**config.mk**
```make
export PLATFORM = sky130hd
export DESIGN_NAME = mem_access_stage
export DESIGN_NICKNAME = d
export VERILOG_FILES = /design/src/rtl/mem_access_stage.sv
export SDC_FILE = /design/constraint.sdc
export NUM_CORES = 1
export LEC_CHECK = 0
export CAP_MARGIN = 20
export CORE_AREA = 10 10 127 129
export CTS_CLUSTER_SIZE = 24
export DETAILED_ROUTE_END_ITERATION = 8
export DIE_AREA = 0 0 137 139
export DONT_BUFFER_PORTS = 1
export SLEW_MARGIN = 20
export SYNTH_ARGS = -nofsm -noshare
export SYNTH_HDL_FRONTEND = slang
export SYNTH_SLANG_ARGS = --single-unit
```
**constraint.sdc**
```tcl
create_clock -name Clk -period 3.3 [get_ports Clk]
set_clock_uncertainty 0.1 [all_clocks]
set_input_delay 0.33 -clock Clk [delete_from_list [all_inputs] [get_ports Clk]]
set_output_delay 0.33 -clock Clk [all_outputs]
set_load 0.01 [all_outputs]
```
**src/rtl/mem_access_stage.sv**
```systemverilog
// Memory stage between Execute and Writeback: runs a req/ack data-memory access
// for loads/stores, stalls upstream while it is open, and registers writeback fields.
module mem_access_stage #(
  parameter int unsigned TIMEOUT_CYCLES = 255
) (
  input  logic        Clk,
  input  logic        Reset,
  input  logic        InValid,
  input  logic [31:0] ALUResult,
  input  logic [31:0] StoreData,
  input  logic [4:0]  WriteRegIn,
  input  logic        RegWriteIn,
  input  logic        MemRead,
  input  logic        MemWrite,
  input  logic [1:0]  MemSize,
  input  logic        MemSignExt,
  output logic        Stall,
  output logic        DMemReq,
  output logic        DMemWe,
  output logic [31:0] DMemAddr,
  output logic [31:0] DMemWData,
  output logic [3:0]  DMemBE,
  input  logic        DMemAck,
  input  logic [31:0] DMemRData,
  output logic        OutValid,
  output logic [31:0] WriteData,
  output logic [4:0]  WriteRegister,
  output logic        RegWrite,
  output logic        AlignErr,
  output logic        BusErr
);

  // Memory handshake: DMemReq stays high with Addr/We/WData/BE frozen until a
  // cycle in which DMemAck is sampled high (or the timeout fires); DMemAck is
  // only meaningful while DMemReq is high.
  typedef enum logic {S_IDLE = 1'b0, S_ACCESS = 1'b1} state_e;

  localparam int CW = (TIMEOUT_CYCLES < 2) ? 1 : $clog2(TIMEOUT_CYCLES + 1);
  localparam logic [CW-1:0] CNT_LAST = CW'((TIMEOUT_CYCLES == 0) ? 0 : TIMEOUT_CYCLES - 1);

  state_e state_q, state_d;
  logic [CW-1:0] cnt_q;

  logic [31:0] addr_q, wdata_q;
  logic [3:0]  be_q;
  logic        we_q, sext_q, regwr_q;
  logic [1:0]  lane_q, size_q;
  logic [4:0]  wreg_q;

  logic        out_valid_q, regwrite_q, align_q, bus_q;
  logic [31:0] wb_data_q;
  logic [4:0]  wb_reg_q;

  logic        mem_op, misaligned, accept_idle, start_access;
  logic        in_access, ack_hit, timeout_hit;
  logic [3:0]  be_d;
  logic [31:0] wdata_d, shifted, load_result;

  assign mem_op      = MemRead | MemWrite;
  assign misaligned  = (MemSize == 2'b01) ? ALUResult[0] :
                       (MemSize[1] ? (ALUResult[1:0] != 2'b00) : 1'b0);
  assign in_access   = (state_q == S_ACCESS);
  assign accept_idle = (state_q == S_IDLE) & InValid;
  assign start_access = accept_idle & mem_op & ~misaligned;
  assign ack_hit     = in_access & DMemAck;
  assign timeout_hit = in_access & ~DMemAck & (TIMEOUT_CYCLES != 0) & (cnt_q == CNT_LAST);

  // Lane steering for the store side: replicate data so any enabled lane sees it.
  always_comb begin
    be_d    = 4'b1111;
    wdata_d = StoreData;
    case (MemSize)
      2'b00: begin
        be_d    = 4'b0001 << ALUResult[1:0];
        wdata_d = {4{StoreData[7:0]}};
      end
      2'b01: begin
        be_d    = ALUResult[1] ? 4'b1100 : 4'b0011;
        wdata_d = {2{StoreData[15:0]}};
      end
      default: begin
        be_d    = 4'b1111;
        wdata_d = StoreData;
      end
    endcase
  end

  always_comb begin
    shifted     = DMemRData >> {lane_q, 3'b000};
    load_result = shifted;
    case (size_q)
      2'b00:   load_result = sext_q ? {{24{shifted[7]}}, shifted[7:0]} : {24'b0, shifted[7:0]};
      2'b01:   load_result = sext_q ? {{16{shifted[15]}}, shifted[15:0]} : {16'b0, shifted[15:0]};
      default: load_result = shifted;
    endcase
  end

  // FSM: state register
  always_ff @(posedge Clk) begin
    if (!Reset) state_q <= S_IDLE;
    else        state_q <= state_d;
  end

  // FSM: next state
  always_comb begin
    state_d = state_q;
    case (state_q)
      S_IDLE:   if (start_access) state_d = S_ACCESS;
      S_ACCESS: if (DMemAck || timeout_hit) state_d = S_IDLE;
      default:  state_d = S_IDLE;
    endcase
  end

  // FSM: outputs; bus fields read as zero outside an access
  always_comb begin
    Stall     = in_access;
    DMemReq   = in_access;
    DMemWe    = in_access & we_q;
    DMemAddr  = in_access ? addr_q : 32'b0;
    DMemWData = in_access ? wdata_q : 32'b0;
    DMemBE    = in_access ? be_q : 4'b0;
  end

  always_ff @(posedge Clk) begin
    if (!Reset) begin
      cnt_q <= '0;
    end else if (start_access) begin
      cnt_q <= '0;
    end else if (in_access && !DMemAck) begin
      cnt_q <= cnt_q + CW'(1);
    end
  end

  always_ff @(posedge Clk) begin
    if (!Reset) begin
      addr_q  <= '0;
      wdata_q <= '0;
      be_q    <= '0;
      we_q    <= 1'b0;
      sext_q  <= 1'b0;
      regwr_q <= 1'b0;
      lane_q  <= '0;
      size_q  <= '0;
      wreg_q  <= '0;
    end else if (start_access) begin
      addr_q  <= {ALUResult[31:2], 2'b00};
      wdata_q <= wdata_d;
      be_q    <= be_d;
      we_q    <= MemWrite;
      sext_q  <= MemSignExt;
      regwr_q <= RegWriteIn;
      lane_q  <= ALUResult[1:0];
      size_q  <= MemSize;
      wreg_q  <= WriteRegIn;
    end
  end

  // Writeback register: pulses clear every cycle, data/register hold between pulses.
  always_ff @(posedge Clk) begin
    if (!Reset) begin
      out_valid_q <= 1'b0;
      regwrite_q  <= 1'b0;
      align_q     <= 1'b0;
      bus_q       <= 1'b0;
      wb_data_q   <= '0;
      wb_reg_q    <= '0;
    end else begin
      out_valid_q <= 1'b0;
      regwrite_q  <= 1'b0;
      align_q     <= 1'b0;
      bus_q       <= 1'b0;
      if (accept_idle && !mem_op) begin
        out_valid_q <= 1'b1;
        regwrite_q  <= RegWriteIn;
        wb_data_q   <= ALUResult;
        wb_reg_q    <= WriteRegIn;
      end else if (accept_idle && misaligned) begin
        out_valid_q <= 1'b1;
        align_q     <= 1'b1;
        wb_reg_q    <= WriteRegIn;
      end else if (ack_hit) begin
        out_valid_q <= 1'b1;
        regwrite_q  <= ~we_q & regwr_q;
        wb_reg_q    <= wreg_q;
        if (!we_q) wb_data_q <= load_result;
      end else if (timeout_hit) begin
        out_valid_q <= 1'b1;
        bus_q       <= 1'b1;
        wb_reg_q    <= wreg_q;
      end
    end
  end

  assign OutValid      = out_valid_q;
  assign RegWrite      = regwrite_q;
  assign AlignErr      = align_q;
  assign BusErr        = bus_q;
  assign WriteData     = wb_data_q;
  assign WriteRegister = wb_reg_q;

endmodule

```
[Yosys cells after proc, flatten, opt, wreduce, memory -nomap -nowiden]
Index checks and enable logic that the tools add are counted.
Cells by class
  add/subtract/negate cells: 1
  eq/ne operators: 5
  shift operators: 2
  multiplexer cells: 30
  bitwise operators: 14
  reduce and logical (&&, ||, !) cells: 15
Operators with widths (number)
  32-bit two-way mux: 8
  32-bit one-hot mux with 2 select lines: 2
  32-bit by 5-bit >> shifter with 32-bit output: 1
  5-bit two-way mux: 4
  1-bit two-way mux: 12
  8-bit by 1-bit adder with 8-bit output, second input constant: 1
  1-bit bitwise AND: 8
  8-bit equality test, second input constant: 1
  4-bit two-way mux: 2
  4-bit one-hot mux with 2 select lines: 1
  1-bit inverter: 5
  2-bit by 1-bit equality test with 1-bit output, second input constant: 2
  2-bit logical NOT: 2
  2-bit nonzero test: 2
  4-bit nonzero test: 1
  2-bit OR reduction: 2
  4-bit OR reduction: 1
  1-bit by 2-bit << shifter with 4-bit output, first input constant: 1
  1-bit logical AND: 3
  3-bit AND reduction: 1
  1-bit logical NOT: 2
  2-bit by 1-bit != test with 1-bit output, second input constant: 1
  2-bit != test, second input constant: 1
  1-bit one-hot mux with 2 select lines: 1
  2 further kinds: 2
Word-level totals
  register bits: 128
  input port bits: 111
  output and inout bits: 112
  logic and storage cells: 84

[Longest topological paths before layout]
  depth in word-level cells: 7
  mapped depth: 7

[Worst setup path after synthesis]
OpenSTA, ideal clock, no wires.
  kind: register -> register
  start: register lane_q[1]
  end: register wb_data_q[21] (netlist: WriteData[21])
  data arrival time: 1.509 ns
  data required time: 3.081 ns
  path slack: 1.572 ns
  cell stages (with the launch flop): 6
  cell sequence: dfxtp_1 mux4_2 a2bb2oi_1 a21oi_4 buf_6 a21oi_2
On the way
  word-level cells in the longest chain between the ends: 7
  elaborated cells on any way between the ends: 8
Ends and longest elaborated chain
  start, declared: line 47  | logic [1:0] lane_q, size_q;
  start signal, assigned: line 152  | lane_q <= ALUResult[1:0];
  32-bit by 5-bit >> shifter with 32-bit output *: line 89  | shifted = DMemRData >> {lane_q, 3'b000};
  32-bit two-way mux, on equally long branches: line 93, 92
  32-bit one-hot mux with 2 select lines *: line 91  | case (size_q)
  32-bit two-way mux *: line 185  | if (!we_q) wb_data_q <= load_result;
  32-bit two-way mux *: line 181  | end else if (ack_hit) begin
  32-bit two-way mux *: line 177  | end else if (accept_idle && misaligned) begin
  32-bit two-way mux *: line 172  | if (accept_idle && !mem_op) begin
  end signal, assigned: line 175  | wb_data_q <= ALUResult;
  end signal, assigned: line 185
  end, declared: line 51  | logic [31:0] wb_data_q;
Mark *: on every way between the ends. The rest lies on a longest branch, timed or not. The select of a mux whose other input is x is not followed.
A chain may end at the register's enable or synchronous reset.

[Worst setup path after layout]
  start: register state_q (netlist: DMemReq)
  end: register addr_q[22]
On the way
  word-level cells in the longest chain between the ends: 4
Ends and longest elaborated chain
  start, declared: line 41  | state_e state_q, state_d;
  start signal, assigned: line 101  | else state_q <= state_d;
  1-bit inverter
  1-bit bitwise AND: line 63  | assign accept_idle = (state_q == S_IDLE) & InValid;
  1-bit bitwise AND (2 in a row): line 64  | assign start_access = accept_idle & mem_op & ~misaligned;
  end signal, assigned: line 146  | addr_q <= {ALUResult[31:2], 2'b00};
  end, declared: line 44  | logic [31:0] addr_q, wdata_q;
No other way between the ends.

==> out/results.tsv <==
stage	metric	value	unit
status	outcome	complete, no violations	
logic_synthesis	prevailing post-synth register cell	dfxtp_1	
place	GP Congestion	0.829	
logic_synthesis	Post-Synthesis Cells	757	
global_route	largest net degree at the start of global routing	99	
critical_path	Setup crit start	DMemReq	
logic_synthesis	xor-xnor portion of the synthesized cell area	0.924	%
layout	layout cells sized above 1	11.8	%
place	I/O Buffers	0	
detailed_routing	post-route ant nets	0	
floorplanning	Die ar.	0.0190	sq mm
detailed_routing	via count	6224	
place	placed wire-length estimate	14.2	mm
logic_synthesis	Adder-Cell Fraction of Synth Area	0.377	%
floorplanning	Site Rows	43	
logic_synthesis	Area contributors post-synth	dfxtp_1, nand3_1, and2_1	
critical_path	WP data arrival	3.33	ns
clock_tree	CTS Buf Count	17	
floorplanning	die height	139	um
logic_synthesis	ys async rst share	0	%
logic_synthesis	Post-Syn Area	0.00663	sq mm
logic_synthesis	Compound-Gate Fraction of Synth Area	18.0	%
clock_tree	clk buf depth	2	
clock_tree	CTS tree	done	
critical_path	Crit. End Element	register	
logic_synthesis	synth warn	0	
global_route	total grt overflow	0	
floorplanning	# IOs	223	
logic_synthesis	count leader, synth	dfxtp_1	
logic_synthesis	syn_area_per_cell	8.76	sq um
logic_synthesis	post-synth top area share	38.6	%
clock_tree	Clock Pin Slew Worst Setup and Hold Paths	0.06	ns
power_and_ir_drop	P_leak	0.00356	uW
critical_path	CP max stage delay	1.06	ns
layout	P&R area growth vs syn	27.6	%
logic_synthesis	top cells by count, synth	dfxtp_1, nand3_1, nand2_1, and2_1, mux2i_1	
sta	Slew @ Worst Pin	0.960	ns
floorplanning	die width	137	um
clock_tree	Root Driver	clkbuf_16	
sta	Final Setup Violations	0	
sta	Hold Worst Slack	0.00947	ns
logic_synthesis	largest family of logic cells by synthesized area	simple AND/OR/NAND/NOR gates	
floorplanning	initial core utilization	48.5	%
critical_path	CP max stage cell	or4b_2	
logic_synthesis	EDFF count, synth	0	
logic_synthesis	mux share of post-synthesis cell area	7.41	%
layout	FF+latch area	0.00256	sq mm
clock_tree	Post-CTS Resized	0	
detailed_routing	wire length per cell	22.0	um
layout	fillcell total	1182	
detailed_routing	initial DRC count	392	
critical_path	Reg2Reg Launch Point	DMemReq	
logic_synthesis	Unique masters post-synth	59	
global_route	first-pass GRT wire length	35.5	mm
sta	Final Hold Fails	0	
layout	fin util	61.9	%
detailed_routing	post-DR vias/cell	5.96	
layout	post-route cell area	0.00846	sq mm
clock_tree	worst-skew pair later-pin latency	0.42	ns
critical_path	Worst EP required	3.49	ns
clock_tree	# clock sinks	128	
logic_synthesis	area leader, netlist	dfxtp_1	
place	placed cell areas	0.00644	sq mm
sta	Final min period	3.13	ns
power_and_ir_drop	Peak VDD IR	333	uV
layout	multi-input logic area	0.00359	sq mm
worst_hold_path	Hold Path Origin	ALUResult[8]	
floorplanning	CORE AREA	0.0137	sq mm
clock_tree	H-tree Lvls	4	
flow_run	Max-Cap Viols	0	
sta	fin. max-slew vios	0	
logic_synthesis	Yosys reg bits	128	
global_route	initial antenna violation count	1	
power_and_ir_drop	pwr/cell area	479	mW/mm^2
logic_synthesis	Simple-Gate Fraction of Synth Area	27.2	%
worst_hold_path	worst hold-check path type	in -> reg	
sta	period utilisation layout	94.9	%
clock_tree	Post-CTS Setup Bufs	0	
layout	final-stage net count	964	
critical_path	Crit Path Class	reg -> reg	
detailed_routing	total routed wirelength	23.0	mm
global_route	vias in the first global route	6314	
detailed_routing	DR pass1 iterations	6	
global_route	Global Route Usage Sum	23.4	%
sta	achievable frequency	0.319	GHz
critical_path	CP Launch Type	register	
detailed_routing	DRC violations left	0	
critical_path	Critical Path Fanout Max	41	
sta	final setup TNS	0	ns
critical_path	crit-path cells	and2b_1, or4b_2, buf_4, nand3_1, nand2_1, dlygate4sd3_1	
sta	RSZ-0062 raised after global routing	false	
logic_synthesis	sequential fraction of the synthesis area	38.6	%
sta	Slew HR	36.0	%
state kept, by name, summed over array words and instances, names as in the netlist:
register       cells
WriteData         32
wdata_q           32
addr_q            30
cnt_q              8
WriteRegister      5
wreg_q             5
be_q               4
lane_q             2
size_q             2
AlignErr           1
BusErr             1
DMemReq            1
OutValid           1
RegWrite           1
regwr_q            1
sext_q             1
we_q               1
path summary, 6_finish.rpt:
path,endpoint,slack (ns),cells past startpoint
min reg2reg,addr_q[15],0.35,2
max reg2reg,addr_q[22],0.17,6
max,addr_q[22],0.17,6
min,WriteData[8],0.009,2
stage by stage:
step / power [uW] / setup WS (ns) / std cells
5_1_grt: 4180 / 0.0779 / 1045
2_1_floorplan: 2060 / 1.57 / 758
6_report: 4050 / 0.169 / 1045
4_1_cts: 4060 / 0.300 / 1044
3_3_place_gp: 2050 / 0.913 / 872
3_5_place_dp: 2060 / 0.863 / 872
layout make-up:
cell class / count / area share (%)
tap: 180 / 2.66
clock inverter: 8 / 0.902
inverter: 2 / 0.0887
clock buffer: 24 / 6.17
multi-input combinational: 555 / 42.5
timing repair buffer: 147 / 17.4
sequential: 128 / 30.3
antenna: 1 / 0.0296
logic make-up after synthesis:
| family | count (synthesis) |
|---|---|
| other | 1 |
| AOI/OAI and AO/OA | 141 |
| adders and majority gates | 2 |
| xor gates and xnor gates | 7 |
| muxes | 46 |
| DFF | 128 |
| buffers and inverters | 75 |
| and+or+nand+nor | 357 |
cell usage in the layout (no fill, tap or decap), types with 8 or more instances in the layout:
| cell type | n |
|---|---|
| dlygate4sd3_1 | 139 |
| dfxtp_1 | 127 |
| nand3_1 | 125 |
| nand2_1 | 111 |
| and2_1 | 67 |
| mux2i_1 | 30 |
| nor2_1 | 25 |
| o21ai_0 | 24 |
| a21oi_1 | 20 |
| o221ai_2 | 20 |
| o211a_1 | 17 |
| clkbuf_16 | 17 |
| mux2_2 | 15 |
| a21oi_2 | 12 |
| a22oi_1 | 9 |
| nor2b_1 | 9 |
| a21boi_0 | 8 |
critical path, delay by kind of cell, from the launching register on:
kind,cells,cell delay (ns)
buf+inv,2,0.99
flops,1,0.32
simple gates,4,1.58
layer usage:
| layer | track usage, % | part of all wire, % | vias up |
|---|---|---|---|
| li1 | - | - | 2859 |
| met1 | 26.1 | 38 | 3003 |
| met2 | 37.6 | 47 | 300 |
| met3 | 9.96 | 12 | 62 |
| met4 | 10.7 | 3.5 | 0 |
| met5 | 0 | 0 | - |
report_power, final:
group	switching [uW]	leakage, uW	internal (uW)
clock	694	0.000290	1170
combinational	241	0.00222	232
sequential	79.4	0.00105	1630
repair_timing:
item	CTS	global route
endpoints found under the setup margin	0	0
hold buffers	140	0
hold endpoints to repair	105	0
Power figures use the tool's default switching activity.
